File: src/rtl/rr_arbiter4.sv
// Four-requester round-robin arbiter with hold timeout; registered one-hot grant plus index.
// Latency: 1 cycle req->gnt; no backpressure, requests are sampled each edge and never latched.
module rr_arbiter4 #(
    parameter int HOLD_MAX = 8,
    parameter int CNT_W    = 4
) (
    input  logic       clk,
    input  logic       rst,
    input  logic [3:0] req,
    output logic [3:0] gnt,
    output logic [1:0] gnt_idx,
    output logic       gnt_valid,
    output logic       tmo
);

    typedef enum logic {IDLE, GRANT} state_t;

    state_t           state;
    logic [1:0]       ptr;
    logic [CNT_W-1:0] hold_cnt;

    logic [1:0] base;
    logic       pick_found;
    logic [1:0] pick_idx;
    logic       owner_req;
    logic       hold_last;

    // On a release or timeout the search starts just past the owner, so the owner
    // itself is only chosen last, i.e. re-granted only when nobody else is asking.
    always_comb begin
        base       = (state == GRANT) ? gnt_idx + 2'd1 : ptr;
        pick_found = 1'b0;
        pick_idx   = base;
        for (int i = 3; i >= 0; i--) begin
            if (req[base + 2'(i)]) begin
                pick_found = 1'b1;
                pick_idx   = base + 2'(i);
            end
        end
    end

    assign owner_req = req[gnt_idx];
    assign hold_last = (hold_cnt == CNT_W'(HOLD_MAX - 1));

    always_ff @(posedge clk) begin
        if (rst) begin
            state     <= IDLE;
            ptr       <= 2'd0;
            hold_cnt  <= '0;
            gnt       <= 4'b0000;
            gnt_idx   <= 2'd0;
            gnt_valid <= 1'b0;
            tmo       <= 1'b0;
        end else begin
            tmo <= 1'b0;
            case (state)
                IDLE: begin
                    if (pick_found) begin
                        state     <= GRANT;
                        gnt       <= 4'b0001 << pick_idx;
                        gnt_idx   <= pick_idx;
                        gnt_valid <= 1'b1;
                        hold_cnt  <= '0;
                    end
                end
                GRANT: begin
                    if (owner_req && !hold_last) begin
                        hold_cnt <= hold_cnt + CNT_W'(1);
                    end else begin
                        ptr <= gnt_idx + 2'd1;
                        tmo <= owner_req;
                        if (pick_found) begin
                            gnt       <= 4'b0001 << pick_idx;
                            gnt_idx   <= pick_idx;
                            gnt_valid <= 1'b1;
                            hold_cnt  <= '0;
                        end else begin
                            state     <= IDLE;
                            gnt       <= 4'b0000;
                            gnt_idx   <= 2'd0;
                            gnt_valid <= 1'b0;
                            hold_cnt  <= '0;
                        end
                    end
                end
                default: state <= IDLE;
            endcase
        end
    end

endmodule

File: config.mk
export PLATFORM = sky130hd
export DESIGN_NAME = rr_arbiter4
export DESIGN_NICKNAME = d
export VERILOG_FILES = /design/src/rtl/rr_arbiter4.sv
export SDC_FILE = /design/constraint.sdc
export NUM_CORES = 1
export LEC_CHECK = 0
export BUFFER_PORTS_ARGS = -buffer_cell sky130_fd_sc_hd__buf_2
export CAP_MARGIN = 20
export CORE_MARGIN = 10
export CORE_UTILIZATION = 45
export DETAILED_ROUTE_END_ITERATION = 8
export PLACE_DENSITY = 0.77
export SYNTH_ARGS = -nofsm -noshare
export SYNTH_HDL_FRONTEND = slang
export SYNTH_SLANG_ARGS = --single-unit
File: constraint.sdc
create_clock -name clk -period 1.6 [get_ports clk]
set_input_delay 0 -clock clk [delete_from_list [all_inputs] [get_ports clk]]
set_output_delay 0 -clock clk [all_outputs]
set_load 0.005 [all_outputs]
=== Word-level counts from Yosys, hierarchy flattened ===
Index checks and enable logic that the tools add are counted.

* Mux-type cells: 36
* Magnitude comparators: 5
* Reductions and logical operators: 5
* Equal/unequal tests: 3
* Bitwise operators: 2
* $add $sub $neg: 5
* Shift-type cells: 1

{| class="wikitable"
|+ Operators with widths
! cell !! count
|-
| $mux 4 || 5
|-
| $mux 2 || 8
|-
| $pmux 4 s2 || 2
|-
| $lt 2x3->1 const B || 5
|-
| $mux 1 || 13
|-
| $bmux 1 s2 || 5
|-
| $add 2x1->2 const B || 2
|-
| $add 2x2->2 const B || 2
|-
| $add 4x1->4 const B || 1
|-
| $eq 4x3->1 const B || 1
|-
| $ne 2x2->1 const B || 2
|-
| $pmux 1 s2 || 2
|-
| $pmux 2 s2 || 1
|-
| $reduce_and 2->1 || 2
|-
| $shl 1x2->4 const A || 1
|-
| $reduce_or 3->1 || 1
|-
| $not 1->1 || 2
|-
| $logic_and 1x1->1 || 1
|-
| $logic_not 1->1 || 1
|}

* Input bits: 6
* Output and inout port bits: 8
* Bits in registers: 15

=== Logic depth before layout (Yosys ltp) ===
Gate-level depths: netlist of run 1.

* Depth in word-level cells: 13
* Depth in mapped cells: 6

=== Worst setup path before layout of run 1 ===
OpenSTA, ideal clock, no wires.

* Path type: register to register
* Start: register gnt_idx[1]
* End: register gnt_idx[1]
* Setup slack: -0.151 ns
* Data arrival time: 1.680 ns
* Buffers on the path: 0
* Period minus slack after synthesis: 1.751 ns
* Stages on the path, launching flop included: 6
* Path through: dfxtp_1 mux4_2 nand3_4 nand2_4 or4_1 a21oi_1

* Word-level cells in the longest chain between the ends: 12
* Elaborated cells on any way between the ends: 31

{| class="wikitable"
|+ Ends and longest elaborated chain
! element !! RTL line !! RTL
|-
| start, declared || 11 || <nowiki>output logic [1:0] gnt_idx,</nowiki>
|-
| start signal, assigned || 61 || <nowiki>gnt_idx <= pick_idx;</nowiki>
|-
| start signal, assigned || 74 || <nowiki>gnt_idx <= pick_idx;</nowiki>
|-
| $add 2x1->2 || 31 || <nowiki>base = (state == GRANT) ? gnt_idx + 2'd1 : ptr;</nowiki>
|-
| $mux 2 || 31 ||
|-
| $add 2x2->2 || 35, 37 ||
|-
| $bmux 1 s2 || 35 || <nowiki>if (req[base + 2'(i)]) begin</nowiki>
|-
| $mux 1 (implied by the code) || 35 ||
|-
| $mux 2 / $mux 1 (equally long branches) (4 in series) || 35 ||
|-
| $mux 2 || 72 || <nowiki>if (pick_found) begin</nowiki>
|-
| $mux 2 || 67 || <nowiki>if (owner_req && !hold_last) begin</nowiki>
|-
| $pmux 2 s2 || 56 || <nowiki>case (state)</nowiki>
|}

Several ways; a longest one is shown, not always the timed one. The select of a mux whose other input is x is not followed.
A chain may end at the register's enable or synchronous reset.

=== Worst setup path in the final report of run 1 ===
* Start: register gnt_idx[0]
* End: register gnt[1]

* Word-level cells in the longest chain between the ends: 13
* Elaborated cells on any way between the ends: 32

{| class="wikitable"
|+ Ends and longest elaborated chain
! element !! RTL line !! RTL
|-
| $add 2x1->2 || 31 ||
|-
| $mux 2 || 31 ||
|-
| $add 2x2->2 || 35, 37 ||
|-
| $bmux 1 s2 || 35 ||
|-
| $mux 1 (implied by the code) || 35 ||
|-
| $mux 2 (4 in series) || 35 ||
|-
| $shl 1x2->4 || 60, 73 ||
|-
| $mux 4 || 72 ||
|-
| $mux 4 || 67 ||
|-
| $pmux 4 s2 || 56 ||
|-
| end signal, assigned || 60 || <nowiki>gnt <= 4'b0001 << pick_idx;</nowiki>
|-
| end signal, assigned || 73 || <nowiki>gnt <= 4'b0001 << pick_idx;</nowiki>
|-
| end, declared || 10 || <nowiki>output logic [3:0] gnt,</nowiki>
|}

Several ways; a longest one is shown, not always the timed one. The select of a mux whose other input is x is not followed.

==> flow_metrics.env, run 1 <==
export IMPL_outcome="finished, violations left"
export IMPL_violations="negative setup slack"
export IMPL_drtIter0Drc=40
export IMPL_grt_usage=0.122
export IMPL_r2r_setup_slack_ps=-90
export IMPL_ant_nets=0
export IMPL_critPathRequiredTime_ps=1790
export IMPL_met3WireLength_um=228
export IMPL_coreArea_um2=1690
export IMPL_clkPwrFrac=0.226
export IMPL_dr_max_layer_used="met4"
export IMPL_path_max_fanout=5
export IMPL_area_delta_synth_final_pct=34.6
export IMPL_synth_seq_cells=15
export IMPL_critPathCaptureType="flip-flop"
export IMPL_p_seq_frac=0.448
export IMPL_initial_utilization=0.467
export IMPL_fmax_mhz=591
export IMPL_fin_nets=125
export IMPL_maxSlewHeadroom=0.622
export IMPL_internal_power_w=0.000658
export IMPL_diodes=0
export IMPL_crit_chain="or2b_2 > nand3_2 > a32o_2 > or3_4 > a32o_1"
export IMPL_chipWidth_um=61.9
export IMPL_grt_overflow_total=0
export IMPL_drive_above_1_share=0.427
export IMPL_fin_setup_tns_ps=-288
export IMPL_chipHeight_um=61.9
export IMPL_cts_buffer_depth=2
export IMPL_avgSynthCellArea_um2=8.86
export IMPL_p_per_area_nw_per_um2=923
export IMPL_period_needed_ps=1690
export IMPL_syn_inst=89
export IMPL_crit_arrival_ps=1880
export IMPL_clock_sinks=15
export IMPL_num_rows=15
export IMPL_cts_htree_levels=1
export IMPL_worstSetupPathType="flip-flop to flip-flop"
export IMPL_dr_wl_met2_mm=1.03
export IMPL_vias=840
export IMPL_swShare=0.328
export IMPL_routed_via_density=6.27
export IMPL_leakagePower_nw=0.476
export IMPL_nFillCells=134
export IMPL_total_power_w=0.000979
export IMPL_port_buffers=13
export IMPL_peakVddDrop_v=0.000800
export IMPL_switchingPower_w=0.000321
export IMPL_synth_area_um2=788
export IMPL_drc=0
export IMPL_ff2ff_path_depth=5
export IMPL_cts_root_buf="clkbuf_4"
export IMPL_synthDistinctLibCells=38
export IMPL_met1_length_um=937
export IMPL_fin_skew_ps=0.694
export IMPL_grt_pass1_vias=816
export IMPL_cp_start_kind="flip-flop"
export IMPL_ys_warn_count=0
export IMPL_io_pins=14
export IMPL_gp_congestion=0.796
export IMPL_rsz0062_at_grt="yes"
export IMPL_dieArea_um2=3830
export IMPL_cts_buffers=3
export IMPL_whs_path_depth=3
export IMPL_setup_violations=6
export IMPL_cts_tree="done"
export IMPL_worst_path_largest_cell_delay_ps=400
export IMPL_grt_start_max_net_pins=15
export IMPL_hold_path_class="primary input to flip-flop"
export IMPL_seq_area_frac_synth=0.381
export IMPL_hold_ws_ps=40.1
export IMPL_finalCritPeriodShare=1.06
export IMPL_setup_ws_ps=-90.8
export IMPL_clk_latency_ps=280
export IMPL_post_place_ws_ps=-129
export IMPL_worst_pin_slew_ps=562
export IMPL_clkTransAtPathRegs_ps=90
export IMPL_wl_mm=2.21
export IMPL_antenna_found_initial=0
export IMPL_drtPass1Iterations=4
export IMPL_drv_cap=0
export IMPL_slowest_stage="dfxtp_4"
export IMPL_dp_final_hpwl_mm=1.55
export IMPL_wl_per_cell_um=16.5
export IMPL_most_common_layout_cells="dfxtp_1, buf_2, buf_4"
export IMPL_combPwrFrac=0.325
export IMPL_slew_violations=0
export IMPL_syn_nets=96
export IMPL_hold_violations=0
export IMPL_fin_util=0.628
export IMPL_grt_pass1_wl_mm=3.56
==> cells by family after synthesis <==
family | count (synthesis) | share of synthesized area
adders and majority gates | 1 | 0.0159
xor gates and xnor gates | 1 | 0.0111
and+or+nand+nor | 36 | 0.251
AOI/OAI and AO/OA | 28 | 0.262
muxes | 3 | 0.0540
DFF | 15 | 0.381
buffers and inverters | 5 | 0.0254
==> worst max-delay path, delay by kind of cell, from the launching register on <==
family	cells	cell delay [ps]
and+or+nand+nor	3	640
AOI/OAI and AO/OA	2	560
DFF	1	400
==> routing by layer <==
layer	track usage	vias up
met5	0	-
met4	0.0382	0
met3	0.0427	4
met2	0.198	48
met1	0.147	397
li1	-	391
==> cells in the mapped netlist, drive strengths merged <==
cell,n,area [µm²]
a211oi,1,7.51
a21o,1,7.51
a21oi,9,45.0
a22o,1,8.76
a22oi,1,7.51
a311oi,2,17.5
a32o,3,30.0
a32oi,1,8.76
a41oi,1,8.76
and2b,1,8.76
and3,1,7.51
buf,1,5.00
clkbuf,1,3.75
dfxtp,15,300
ha,1,12.5
inv,3,11.3
mux2i,2,20.0
mux4,1,22.5
nand2,10,45.0
nand2b,1,6.26
nand3,4,32.5
nand3b,1,7.51
nor2,10,37.5
nor3,3,15.0
nor4,1,6.26
nor4b,1,8.76
o211a,1,10.0
o21a,1,7.51
o21ai,3,15.0
o31ai,1,7.51
o41ai,2,25.0
or2b,1,8.76
or3,1,6.26
or4,1,7.51
xor2,1,8.76
==> state kept, by name, summed over array words and instances, names as in the netlist <==
| signal | cells |
|---|---|
| tmo | 1 |
| gnt_valid | 1 |
| hold_cnt | 4 |
| state | 1 |
| gnt_idx | 2 |
| ptr | 2 |
| gnt | 4 |
==> timing repair <==
action,in CTS,in global routing
resized for setup,9,6
pin swaps,1,1
setup buffers,1,0
setup endpoints to repair,6,12
hold buffers,0,0
==> cell type report <==
cell class	instances	area, µm²	share of cell area
clock buffer	3	22.5	0.0212
timing repair buffer	26	166	0.157
inverter	3	11.3	0.0106
multi-input combinational	69	527	0.496
sequential	15	308	0.290
clock inverter	1	5.00	0.00472
tap	17	21.3	0.0200
==> through the flow <==
step                      std cells  instance area (µm²)
after floorplan                  89                  793
after global placement          129                  961
after detailed placement        129                  961
after CTS                       134                 1030
after global routing            134                 1060
final                           134                 1060
==> worst paths after layout <==
kind                   start         to
setup / recovery  gnt_idx[0]     gnt[1]
hold / removal        req[3]      state
setup reg to reg  gnt_idx[0]     gnt[1]
hold reg to reg    gnt_valid  gnt_valid
==> power groups by stage <==
stage	combinational (W)	sequential (W)	clock (W)
floorplan	0.000147	0.000442	0
global placement	0.000262	0.000438	0
detailed placement	0.000268	0.000439	0
CTS	0.000299	0.000435	0.000223
global route	0.000346	0.000442	0.000242
finish	0.000319	0.000439	0.000222
No activity file was read; power rests on OpenSTA's default activity.
==> run 2: changes to the inputs <==
ABC_AREA = 1   (was not set)
GPL_TIMING_DRIVEN = 0   (was not set)
PLACE_DENSITY = 0.75   (was 0.77)
==> run 2 against run 1 <==
The flow still finishes with violations (negative setup slack). Critical path depth is 6 higher. Area after synthesis grew 30%. Sequential power up 43%. Sequential cell count unchanged. Via count rose by 39%. Non-clock buffer count unchanged. Fmax decreased by 4.8%. Clock skew grew 2.1 ps. Critical path type unchanged. Critical endpoint is now gnt_idx[1]. Largest power group is now combinational logic.
==> flow_metrics.env, run 2 <==
export IMPL_fin_util=0.690
export IMPL_synth_mux_area_frac=0
export IMPL_clkTransAtPathRegs_ps=90
export IMPL_syn_inst=163
export IMPL_dieArea_um2=4600
export IMPL_synth_fa_ha_area_frac=0.0122
export IMPL_port_buffers=13
export IMPL_hold_violations=0
export IMPL_cp_start_kind="flip-flop"
export IMPL_vias=1164
export IMPL_layout_cells_non_filler=220
export IMPL_drtIter0Drc=30
export IMPL_cts_buffer_depth=2
export IMPL_synthFlopType="dfxtp_1"
export IMPL_r2r_start="gnt_idx[0]"
export IMPL_crit_chain="inv_8 > nand2_4 > nand3_4 > nand3_4 > nand2_4 > nand2_4 > nand3_4 > nor2_4 > o21ai_4 > o21ai_1 > a21oi_1"
export IMPL_initial_utilization=0.469
export IMPL_routed_via_density=5.29
export IMPL_io_pins=14
export IMPL_peakVddDrop_v=0.00110
export IMPL_fin_area_um2=1510
export IMPL_violations="negative setup slack"
export IMPL_worst_path_largest_cell_delay_ps=450
export IMPL_r2r_setup_slack_ps=-180
export IMPL_fin_nets=200
export IMPL_grt_pass1_vias=1151
export IMPL_grt_overflow_total=0
export IMPL_synth_xor_area_frac=0.0170
export IMPL_synth_area_leader_cell="dfxtp_1"
export IMPL_chipWidth_um=67.8
export IMPL_drtPass1Iterations=4
export IMPL_cts_buffers=3
export IMPL_hold_path_class="primary input to flip-flop"
export IMPL_dp_final_hpwl_mm=1.85
export IMPL_crit_arrival_ps=1950
export IMPL_wl_mm=3.13
export IMPL_setup_violations=11
export IMPL_antenna_found_initial=0
export IMPL_critPathCaptureType="flip-flop"
export IMPL_synth_area_um2=1030
export IMPL_synth_area_leaders="dfxtp_1, nand2_1, nand3_1, inv_1, a21oi_1"
export IMPL_outcome="finished, violations left"
export IMPL_worst_pin_slew_ps=502
export IMPL_clock_sinks=15
export IMPL_maxSlewHeadroom=0.666
export IMPL_slowest_stage="dfxtp_4"
export IMPL_path_max_fanout=6
export IMPL_synth_common_cells="nand2_1, nand3_1, inv_1"
export IMPL_reg_largest_list="gnt (4), hold_cnt (4)"
export IMPL_fin_skew_ps=2.79
export IMPL_hold_ws_ps=58.0
export IMPL_ys_warn_count=0
export IMPL_drv_cap=0
export IMPL_grt_start_max_net_pins=11
export IMPL_synth_compound_area_share=0.124
export IMPL_min_delay_worst_endpoint="tmo"
export IMPL_synthDistinctLibCells=20
export IMPL_synth_seq_cells=15
export IMPL_total_power_w=0.00300
export IMPL_leakagePower_nw=0.736
export IMPL_cts_tree="done"
export IMPL_yosys_area_share_simple=0.472
export IMPL_grt_pass1_wl_mm=4.78
export IMPL_place_area_um2=1140
export IMPL_synth_top_area_frac=0.292
export IMPL_drc=0
export IMPL_synth_top_family_by_area="simple AND/OR/NAND/NOR gates"
export IMPL_wl_per_cell_um=14.2
export IMPL_ys_async_sr_fraction=0
export IMPL_area_delta_synth_final_pct=47.1
export IMPL_yosysMostFrequentCell="nand2_1"
export IMPL_syn_nets=170
export IMPL_mostFrequentLayoutCell="nand2_1"
export IMPL_clk_latency_ps=290
export IMPL_fmax_mhz=563
export IMPL_ff2ff_path_depth=11
export IMPL_most_common_layout_cells="nand2_1, nand2_2, inv_1"
export IMPL_ant_nets=0
export IMPL_grt_usage=0.129
export IMPL_rr_endpoint="gnt_idx[1]"
export IMPL_critPathRequiredTime_ps=1770
export IMPL_hp_start="rst"
export IMPL_seq_area_frac_synth=0.292
export IMPL_setup_ws_ps=-176
export IMPL_p_per_area_nw_per_um2=1980
export IMPL_dp_cells=204
export IMPL_whs_path_depth=4
export IMPL_coreArea_um2=2190
export IMPL_worstSetupPathType="flip-flop to flip-flop"
export IMPL_slew_violations=0
export IMPL_diodes=0
export IMPL_chipHeight_um=67.8
export IMPL_period_needed_ps=1780
export IMPL_drive_above_1_share=0.479
export IMPL_avgSynthCellArea_um2=6.31
export IMPL_cts_htree_levels=1
export IMPL_num_rows=17
export IMPL_gp_congestion=0.820
export IMPL_rsz0062_at_grt="yes"
export IMPL_synth_edf_count=0
export IMPL_finalCritPeriodShare=1.11
export IMPL_cts_root_buf="clkbuf_4"
==> run 2: cell families after synthesis <==
logic type | after synthesis
AOI/OAI and AO/OA | 23
xor gates and xnor gates | 2
adders and majority gates | 1
buffers and inverters | 22
DFF | 15
and+or+nand+nor | 100
==> run 2: cell type report <==
cell class / instances / area [µm²]
clock inverters: 1 / 5.00
clock buffers: 3 / 22.5
inverters: 21 / 93.8
flip-flops and latches: 15 / 315
well taps: 28 / 35.0
fillers: 176 / 678
plain buffers: 1 / 3.75
repair buffers: 25 / 179
multi-input cells: 126 / 858
==> run 2: routing by layer <==
metal | vias up | share of wire | GRT usage
met2 | 20 | 0.57 | 0.259
li1 | 584 | - | -
met1 | 548 | 0.37 | 0.129
met3 | 12 | 0.027 | 0.0182
met5 | - | 0 | 0
met4 | 0 | 0.033 | 0.0477
==> run 2: worst max path at each step <==
stage / startpoint / endpoint / slack [ps] / cells past startpoint
after floorplan: gnt_idx[0] / gnt[2] / 2 / 13
after global placement: gnt_idx[0] / gnt[2] / -180 / 13
after detailed placement: gnt_idx[0] / gnt[0] / -210 / 13
after CTS: gnt_idx[0] / gnt[0] / -60 / 12
after global routing: gnt_idx[0] / gnt_idx[1] / -280 / 11
final: gnt_idx[0] / gnt_idx[1] / -180 / 11
==> run 2: what timing repair did <==
action,in CTS,in global routing
setup buffers,8,4
pin swaps,17,18
gates resized for setup,38,33
setup endpoints to repair,11,12
hold buffers,0,0
==> run 2: per-stage QoR <==
step           setup slack, ps  TNS [ps]
4_1_cts                  -62.0      -304
2_1_floorplan             1.71         0
3_5_place_dp              -207     -1720
5_1_grt                   -278     -2710
6_report                  -176     -1470
3_3_place_gp              -179     -1330
==> run 2: critical path: cells and delay by family, from the launching register on <==
family                 cells  cell delay (ps)
AO/OA/AOI/OAI              3              350
buffers and inverters      1               70
flip-flops                 1              450
AND/OR/NAND/NOR            7              780
==> run 2: power by group <==
part	internal, W	switching (W)	total (W)
clock	0.0000930	0.000127	0.000220
sequential	0.000493	0.000132	0.000626
combinational	0.000837	0.00132	0.00216
total	0.00142	0.00158	0.00300
